### src/rtl/ddr3_stream_ctrl.sv
// DDR3 streaming sequencer: packs host words into MIG line writes, or issues
// credit-limited line reads and unpacks the returned lines into host words.
module ddr3_stream_ctrl #(
  parameter int HOST_W   = 32,
  parameter int APP_W    = 256,
  parameter int ADDR_W   = 29,
  parameter int LEN_W    = 16,
  parameter int ADDR_INC = 8,
  parameter int RD_DEPTH = 4
) (
  input  logic                clk,
  input  logic                reset,
  input  logic                init_calib_complete,
  input  logic                start,
  input  logic                mode,
  input  logic [ADDR_W-1:0]   base_addr,
  input  logic [LEN_W-1:0]    num_lines,
  output logic                busy,
  output logic                done,
  output logic                rd_overflow,
  input  logic [HOST_W-1:0]   in_data,
  input  logic                in_valid,
  output logic                in_ready,
  output logic [HOST_W-1:0]   out_data,
  output logic                out_valid,
  input  logic                out_ready,
  output logic [ADDR_W-1:0]   app_addr,
  output logic [2:0]          app_cmd,
  output logic                app_en,
  input  logic                app_rdy,
  output logic [APP_W-1:0]    app_wdf_data,
  output logic [APP_W/8-1:0]  app_wdf_mask,
  output logic                app_wdf_wren,
  output logic                app_wdf_end,
  input  logic                app_wdf_rdy,
  input  logic [APP_W-1:0]    app_rd_data,
  input  logic                app_rd_data_valid,
  output logic [2:0]          o_dbg_state
);

  localparam int RATIO = APP_W / HOST_W;
  localparam int SW    = (RATIO > 1) ? $clog2(RATIO) : 1;
  localparam int PW    = $clog2(RD_DEPTH);
  localparam logic [SW-1:0]     LAST = SW'(RATIO - 1);
  localparam logic [ADDR_W-1:0] INC  = ADDR_W'(ADDR_INC);

  typedef enum logic [2:0] {
    S_IDLE    = 3'd0,
    S_WR_FILL = 3'd1,
    S_WR_DATA = 3'd2,
    S_WR_CMD  = 3'd3,
    S_RD_RUN  = 3'd4
  } state_t;

  state_t              r_state, w_next;
  logic                r_done, r_ovf;
  logic [ADDR_W-1:0]   r_addr;
  logic [LEN_W-1:0]    r_lines;
  logic [LEN_W-1:0]    r_issued;
  logic [PW:0]         r_outst;
  logic [PW:0]         r_wptr, r_rptr;
  logic [SW-1:0]       r_slot, r_kslot;
  logic [APP_W-1:0]    r_line;
  logic [APP_W-1:0]    r_buf [RD_DEPTH];

  logic                w_start_acc, w_done_set, w_issue_req;
  logic                w_wr_acc, w_wcmd_acc, w_iss, w_ret, w_push, w_pop, w_full;
  logic [PW:0]         w_occ;
  logic [PW+1:0]       w_credit;
  logic [APP_W-1:0]    w_head;

  // A transfer on any channel happens on a rising edge where its valid
  // (in_valid, out_valid, app_en, app_wdf_wren) and matching ready are both 1;
  // the valid side holds its payload stable until that edge.
  assign w_occ    = r_wptr - r_rptr;
  assign w_credit = {1'b0, r_outst} + {1'b0, w_occ};
  assign w_full   = (w_occ == (PW+1)'(RD_DEPTH));

  always_comb begin
    w_next      = r_state;
    w_start_acc = 1'b0;
    w_done_set  = 1'b0;
    w_issue_req = 1'b0;
    case (r_state)
      S_IDLE: begin
        if (start && init_calib_complete) begin
          w_start_acc = 1'b1;
          if (num_lines == '0) w_done_set = 1'b1;
          else                 w_next = mode ? S_RD_RUN : S_WR_FILL;
        end
      end
      S_WR_FILL: if (in_valid && (r_slot == LAST)) w_next = S_WR_DATA;
      S_WR_DATA: if (app_wdf_rdy) w_next = S_WR_CMD;
      S_WR_CMD: begin
        if (app_rdy) begin
          if (r_lines == LEN_W'(1)) begin
            w_next     = S_IDLE;
            w_done_set = 1'b1;
          end else begin
            w_next = S_WR_FILL;
          end
        end
      end
      S_RD_RUN: begin
        // Credits cover both in-flight reads and lines already buffered.
        w_issue_req = (r_issued != r_lines) && (w_credit < (PW+2)'(RD_DEPTH));
        if ((r_issued == r_lines) && (r_outst == '0) && (w_occ == '0)) begin
          w_next     = S_IDLE;
          w_done_set = 1'b1;
        end
      end
      default: w_next = S_IDLE;
    endcase
  end

  assign w_wr_acc   = (r_state == S_WR_FILL) && in_valid;
  assign w_wcmd_acc = (r_state == S_WR_CMD) && app_rdy;
  assign w_iss      = w_issue_req && app_rdy;
  assign w_ret      = (r_state == S_RD_RUN) && app_rd_data_valid;
  assign w_push     = w_ret && !w_full;
  assign w_pop      = out_valid && out_ready;

  always_ff @(posedge clk) begin
    if (reset) begin
      r_state  <= S_IDLE;
      r_done   <= 1'b0;
      r_ovf    <= 1'b0;
      r_addr   <= '0;
      r_lines  <= '0;
      r_issued <= '0;
      r_outst  <= '0;
      r_wptr   <= '0;
      r_rptr   <= '0;
      r_slot   <= '0;
      r_kslot  <= '0;
      r_line   <= '0;
    end else begin
      r_state <= w_next;
      r_done  <= w_done_set;
      if (w_start_acc) begin
        r_addr   <= base_addr;
        r_lines  <= num_lines;
        r_issued <= '0;
        r_ovf    <= 1'b0;
        r_slot   <= '0;
        r_kslot  <= '0;
      end
      if (w_wr_acc) begin
        r_line[r_slot*HOST_W +: HOST_W] <= in_data;
        r_slot <= (r_slot == LAST) ? '0 : r_slot + 1'b1;
      end
      if (w_wcmd_acc) begin
        r_addr  <= r_addr + INC;
        r_lines <= r_lines - 1'b1;
      end
      if (w_iss) begin
        r_addr   <= r_addr + INC;
        r_issued <= r_issued + 1'b1;
      end
      if (w_iss && !w_ret)                      r_outst <= r_outst + 1'b1;
      else if (!w_iss && w_ret && r_outst != '0) r_outst <= r_outst - 1'b1;
      if (w_ret) begin
        if (w_full) r_ovf  <= 1'b1;
        else        r_wptr <= r_wptr + 1'b1;
      end
      if (w_pop) begin
        if (r_kslot == LAST) begin
          r_kslot <= '0;
          r_rptr  <= r_rptr + 1'b1;
        end else begin
          r_kslot <= r_kslot + 1'b1;
        end
      end
    end
  end

  always_ff @(posedge clk) begin
    if (w_push) r_buf[r_wptr[PW-1:0]] <= app_rd_data;
  end

  assign w_head       = r_buf[r_rptr[PW-1:0]];
  assign busy         = (r_state != S_IDLE);
  assign done         = r_done;
  assign rd_overflow  = r_ovf;
  assign in_ready     = (r_state == S_WR_FILL);
  assign out_valid    = (r_state == S_RD_RUN) && (w_occ != '0);
  assign out_data     = out_valid ? w_head[r_kslot*HOST_W +: HOST_W] : '0;
  assign app_addr     = r_addr;
  assign app_cmd      = (r_state == S_RD_RUN) ? 3'b001 : 3'b000;
  assign app_en       = (r_state == S_WR_CMD) || w_issue_req;
  assign app_wdf_data = r_line;
  assign app_wdf_mask = '0;
  assign app_wdf_wren = (r_state == S_WR_DATA);
  assign app_wdf_end  = (r_state == S_WR_DATA);
  assign o_dbg_state  = r_state;

endmodule

### config.mk
export PLATFORM = sky130hd
export DESIGN_NAME = ddr3_stream_ctrl
export DESIGN_NICKNAME = d
export VERILOG_FILES = /design/src/rtl/ddr3_stream_ctrl.sv
export SDC_FILE = /design/constraint.sdc
export NUM_CORES = 2
export LEC_CHECK = 0
export ABC_CLOCK_PERIOD_IN_PS = 19050
export CAP_MARGIN = 0
export CORE_ASPECT_RATIO = 0.9
export CORE_MARGIN = 2
export CORE_UTILIZATION = 45
export CTS_CLUSTER_DIAMETER = 200
export DETAILED_ROUTE_END_ITERATION = 12
export DONT_BUFFER_PORTS = 1
export PLACE_DENSITY_LB_ADDON = 0.2
export SETUP_SLACK_MARGIN = 0.3
export SLEW_MARGIN = 0
export SYNTH_ARGS = -nofsm -noshare
export SYNTH_HDL_FRONTEND = slang
export SYNTH_SLANG_ARGS = --single-unit
### constraint.sdc
create_clock -name clk -period 19.05 [get_ports clk]
set_clock_uncertainty 0.2 [all_clocks]
set_input_delay 1.905 -clock clk [delete_from_list [all_inputs] [get_ports clk]]
set_output_delay 1.905 -clock clk [all_outputs]
set_load 0.02 [all_outputs]
==> flow_metrics.py <==
metrics = {
    "sta": {
        "tightest_slew_ns": 1.28,
        "finalCritPeriodShare_pct": 37.5,
        "setup_ws_ns": 11.90,
        "tns_ns": 0,
        "finalSetupViolCount": 0,
        "max_freq_ghz": 0.140,
        "slew_viol_final": 0,
        "slew_headroom_pct": 14.3,
        "finalHoldViolCount": 0,
        "rsz0062_at_grt": "no",
        "period_needed_ns": 7.15,
    },
    "finish": {
        "finish.net_count": 3643,
        "drive_gt1_share_pct": 17.6,
        "design_area_mm2": 0.0591,
        "synthToLayoutAreaGrowth_pct": 10.8,
    },
    "drt": {
        "drc": 0,
        "wl_per_cell_um": 28.2,
        "drt_pass1_iterations": 7,
        "vias": 29600,
        "postRouteWirelength_um": 140000,
        "drt-vias-per-instance": 5.98,
        "drt_iter0_drc": 3268,
        "antenna_left": 0,
    },
    "place": {
        "place_congestion": 0.900,
        "io_buffers": 0,
        "dpl_cell_area_mm2": 0.0546,
        "post-dp-hpwl_um": 90800,
        "place_ws_ns": 12.47,
    },
    "logic_synthesis": {
        "netlist_instances": 3351,
        "synth_xor_area_share_pct": 0.422,
        "yosys_warnings": 0,
        "synth-simple-area-share_pct": 7.17,
        "synthAdderAreaFrac_pct": 0.567,
        "synthTopCellsByCount": "1024 x edfxtp_1, 396 x nand2_1, 339 x dfxtp_1",
        "synth_top_area_share_pct": 57.6,
        "synth-edff-count": 1024,
        "synth_ff_type": "edfxtp_1",
        "synth_compound_area_share_pct": 4.39,
        "yosys.cell_types.count": 82,
        "synth_area_per_cell_um2": 15.9,
        "synth.most_common_cell": "edfxtp_1",
        "seq_area_frac_synth_pct": 70.3,
        "async_reset_ff_share_pct": 0,
        "muxShareOfSynthArea_pct": 14.4,
        "synth_top_cell_by_area": "edfxtp_1",
        "synth_top_family_by_area": "multiplexers",
        "synth_seq_cells": 1363,
        "ys_top_cells_by_area": "edfxtp_1 58%, mux4_2 14%, dfxtp_1 13%",
        "syn_area_mm2": 0.0534,
    },
    "die": {
        "rows": 119,
        "initial_core_util_pct": 45.5,
        "die_w_um": 367,
        "coreArea_mm2": 0.117,
        "die_area_mm2": 0.121,
        "ioPinCount": 706,
        "die_h_um": 331,
    },
    "setup_path": {
        "crit_fanout": 50,
        "crit_slowest_cell": "buf_4",
        "crit_path_end_kind": "output port",
        "required_ns": 16.94,
        "r2r-start": "o_dbg_state[2]",
        "critPathKind": "reg2out",
        "cp_cell_sequence": "buf_4, buf_4, mux4_2, mux4_2, mux2i_1, nor2_1",
        "max_stage_delay_ns": 0.87,
        "worst_ep_arrival_time_ns": 5.05,
        "start_kind": "flop",
        "ff2ff_setup_slack_ns": 13.38,
    },
    "clock_network": {
        "clock_path_buffers": 3,
        "path_clk_slew_ns": 0.06,
        "cts.sinks": 1363,
        "post_cts_resized": 0,
        "post_cts_buffers": 0,
        "htree_levels": 4,
        "holdBufCountCts": 0,
        "clk_latency_ns": 0.77,
        "cts_tree": "built",
        "root_buffer": "clkbuf_16",
        "cts_buffers": 139,
    },
    "power": {
        "peakVddDrop_uv": 86.2,
        "power_density_mw_per_mm2": 108,
        "leakage_nw": 17.8,
    },
    "global_routing": {
        "grt_pass1_wl_um": 203000,
        "grt_usage_pct": 22.6,
        "grt.overflow.total": 0,
        "antenna_found_initial": 7,
        "grt_max_degree": 334,
        "grt_pass1_vias": 29300,
    },
    "flow_run": {
        "drv_cap": 0,
    },
    "status": {
        "status": "complete, no violations",
    },
    "worst_hold_path": {
        "hp-class": "reg2reg",
        "min_from": "r_issued[15]",
    },
}
==> worst paths after layout <==
kind                   endpoint  cells past startpoint
setup / recovery    out_data[3]                      6
hold / removal     r_issued[15]                      1
setup reg to reg  r_buf[1][123]                      7
hold reg to reg    r_issued[15]                      1
==> cells in the final DEF, fill, tap and decap left out, types with 15 or more instances in the layout <==
cell | Yosys | layout
and3_1 | 16 | 15
clkinv_2 | 0 | 23
clkbuf_1 | 187 | 34
nor2_1 | 100 | 99
nor3_1 | 21 | 20
clkinv_1 | 0 | 20
a21oi_1 | 297 | 297
nand2_1 | 396 | 394
dfxtp_1 | 339 | 334
clkbuf_16 | 0 | 143
mux4_2 | 320 | 320
mux2i_1 | 43 | 43
buf_4 | 37 | 37
ha_1 | 21 | 21
conb_1 | 1 | 34
edfxtp_1 | 1024 | 1024
o21ai_0 | 17 | 17
inv_1 | 32 | 32
xor2_1 | 18 | 18
nand4_1 | 15 | 15
nand3_1 | 222 | 222
==> metal layers <==
metal / track usage [%] / vias to the layer above / wire length, um
li1: - / 12700 / -
met1: 28.6 / 15300 / 54000
met2: 35.9 / 1335 / 67100
met3: 8.46 / 245 / 14400
met4: 7.95 / 6 / 4480
met5: 0 / - / 36
==> kinds of logic (layout without fill, tap and decap cells) <==
group | Yosys count | after routing
multiplexers | 369 | 369
AND/OR/NAND/NOR | 842 | 842
other | 1 | 35
XOR/XNOR | 24 | 24
flip-flops | 1363 | 1363
buffers and inverters | 320 | 320
adder cells (fa/ha/maj) | 23 | 23
AO/OA/AOI/OAI | 409 | 409
==> critical path: cells and delay by family, from the launching register on <==
| family | cells | cell delay (ns) |
|---|---|---|
| buf+inv | 2 | 1.73 |
| flops | 1 | 0.78 |
| mux | 3 | 1.42 |
| simple gates | 1 | 0.18 |
==> registers in the layout, indices dropped and copies added (netlist names), named ones only <==
| register | count |
|---|---|
| app_addr | 29 |
| app_wdf_data | 256 |
| done | 1 |
| o_dbg_state | 3 |
| r_buf | 1024 |
| r_issued | 16 |
| r_kslot | 3 |
| r_lines | 16 |
| r_outst | 3 |
| r_rptr | 3 |
| r_slot | 3 |
| r_wptr | 3 |
| rd_overflow | 1 |
==> layout make-up <==
class	count	area [um2]
fillers	9590	58200
flip-flops and latches	1363	37600
multi-input cells	1701	14600
clock buffers	180	3750
well taps	1573	1970
clock inverters	68	791
repair buffers	40	338
inverters	32	120
diodes	1	2.50
==> metrics by stage <==
stage | hold slack [ns] | power, mW | util (%) | instances
2_1_floorplan | 0.254 | 3.69 | - | 3384
3_3_place_gp | 0.277 | 3.74 | 46.5 | 4709
3_5_place_dp | 0.299 | 3.76 | 46.5 | 4709
4_1_cts | 0.307 | 6.44 | 50.4 | 4957
5_1_grt | 0.335 | 6.60 | 50.4 | 4957
6_report | 0.305 | 6.39 | 50.4 | 4958
==> report_power, final <==
group / leakage, nW / internal [mW] / switching (mW)
logic: 3.69 / 0.123 / 0.211
clock network: 2.21 / 1.54 / 1.16
registers: 12.0 / 3.28 / 0.0802
(Power assumes the default switching activity.)
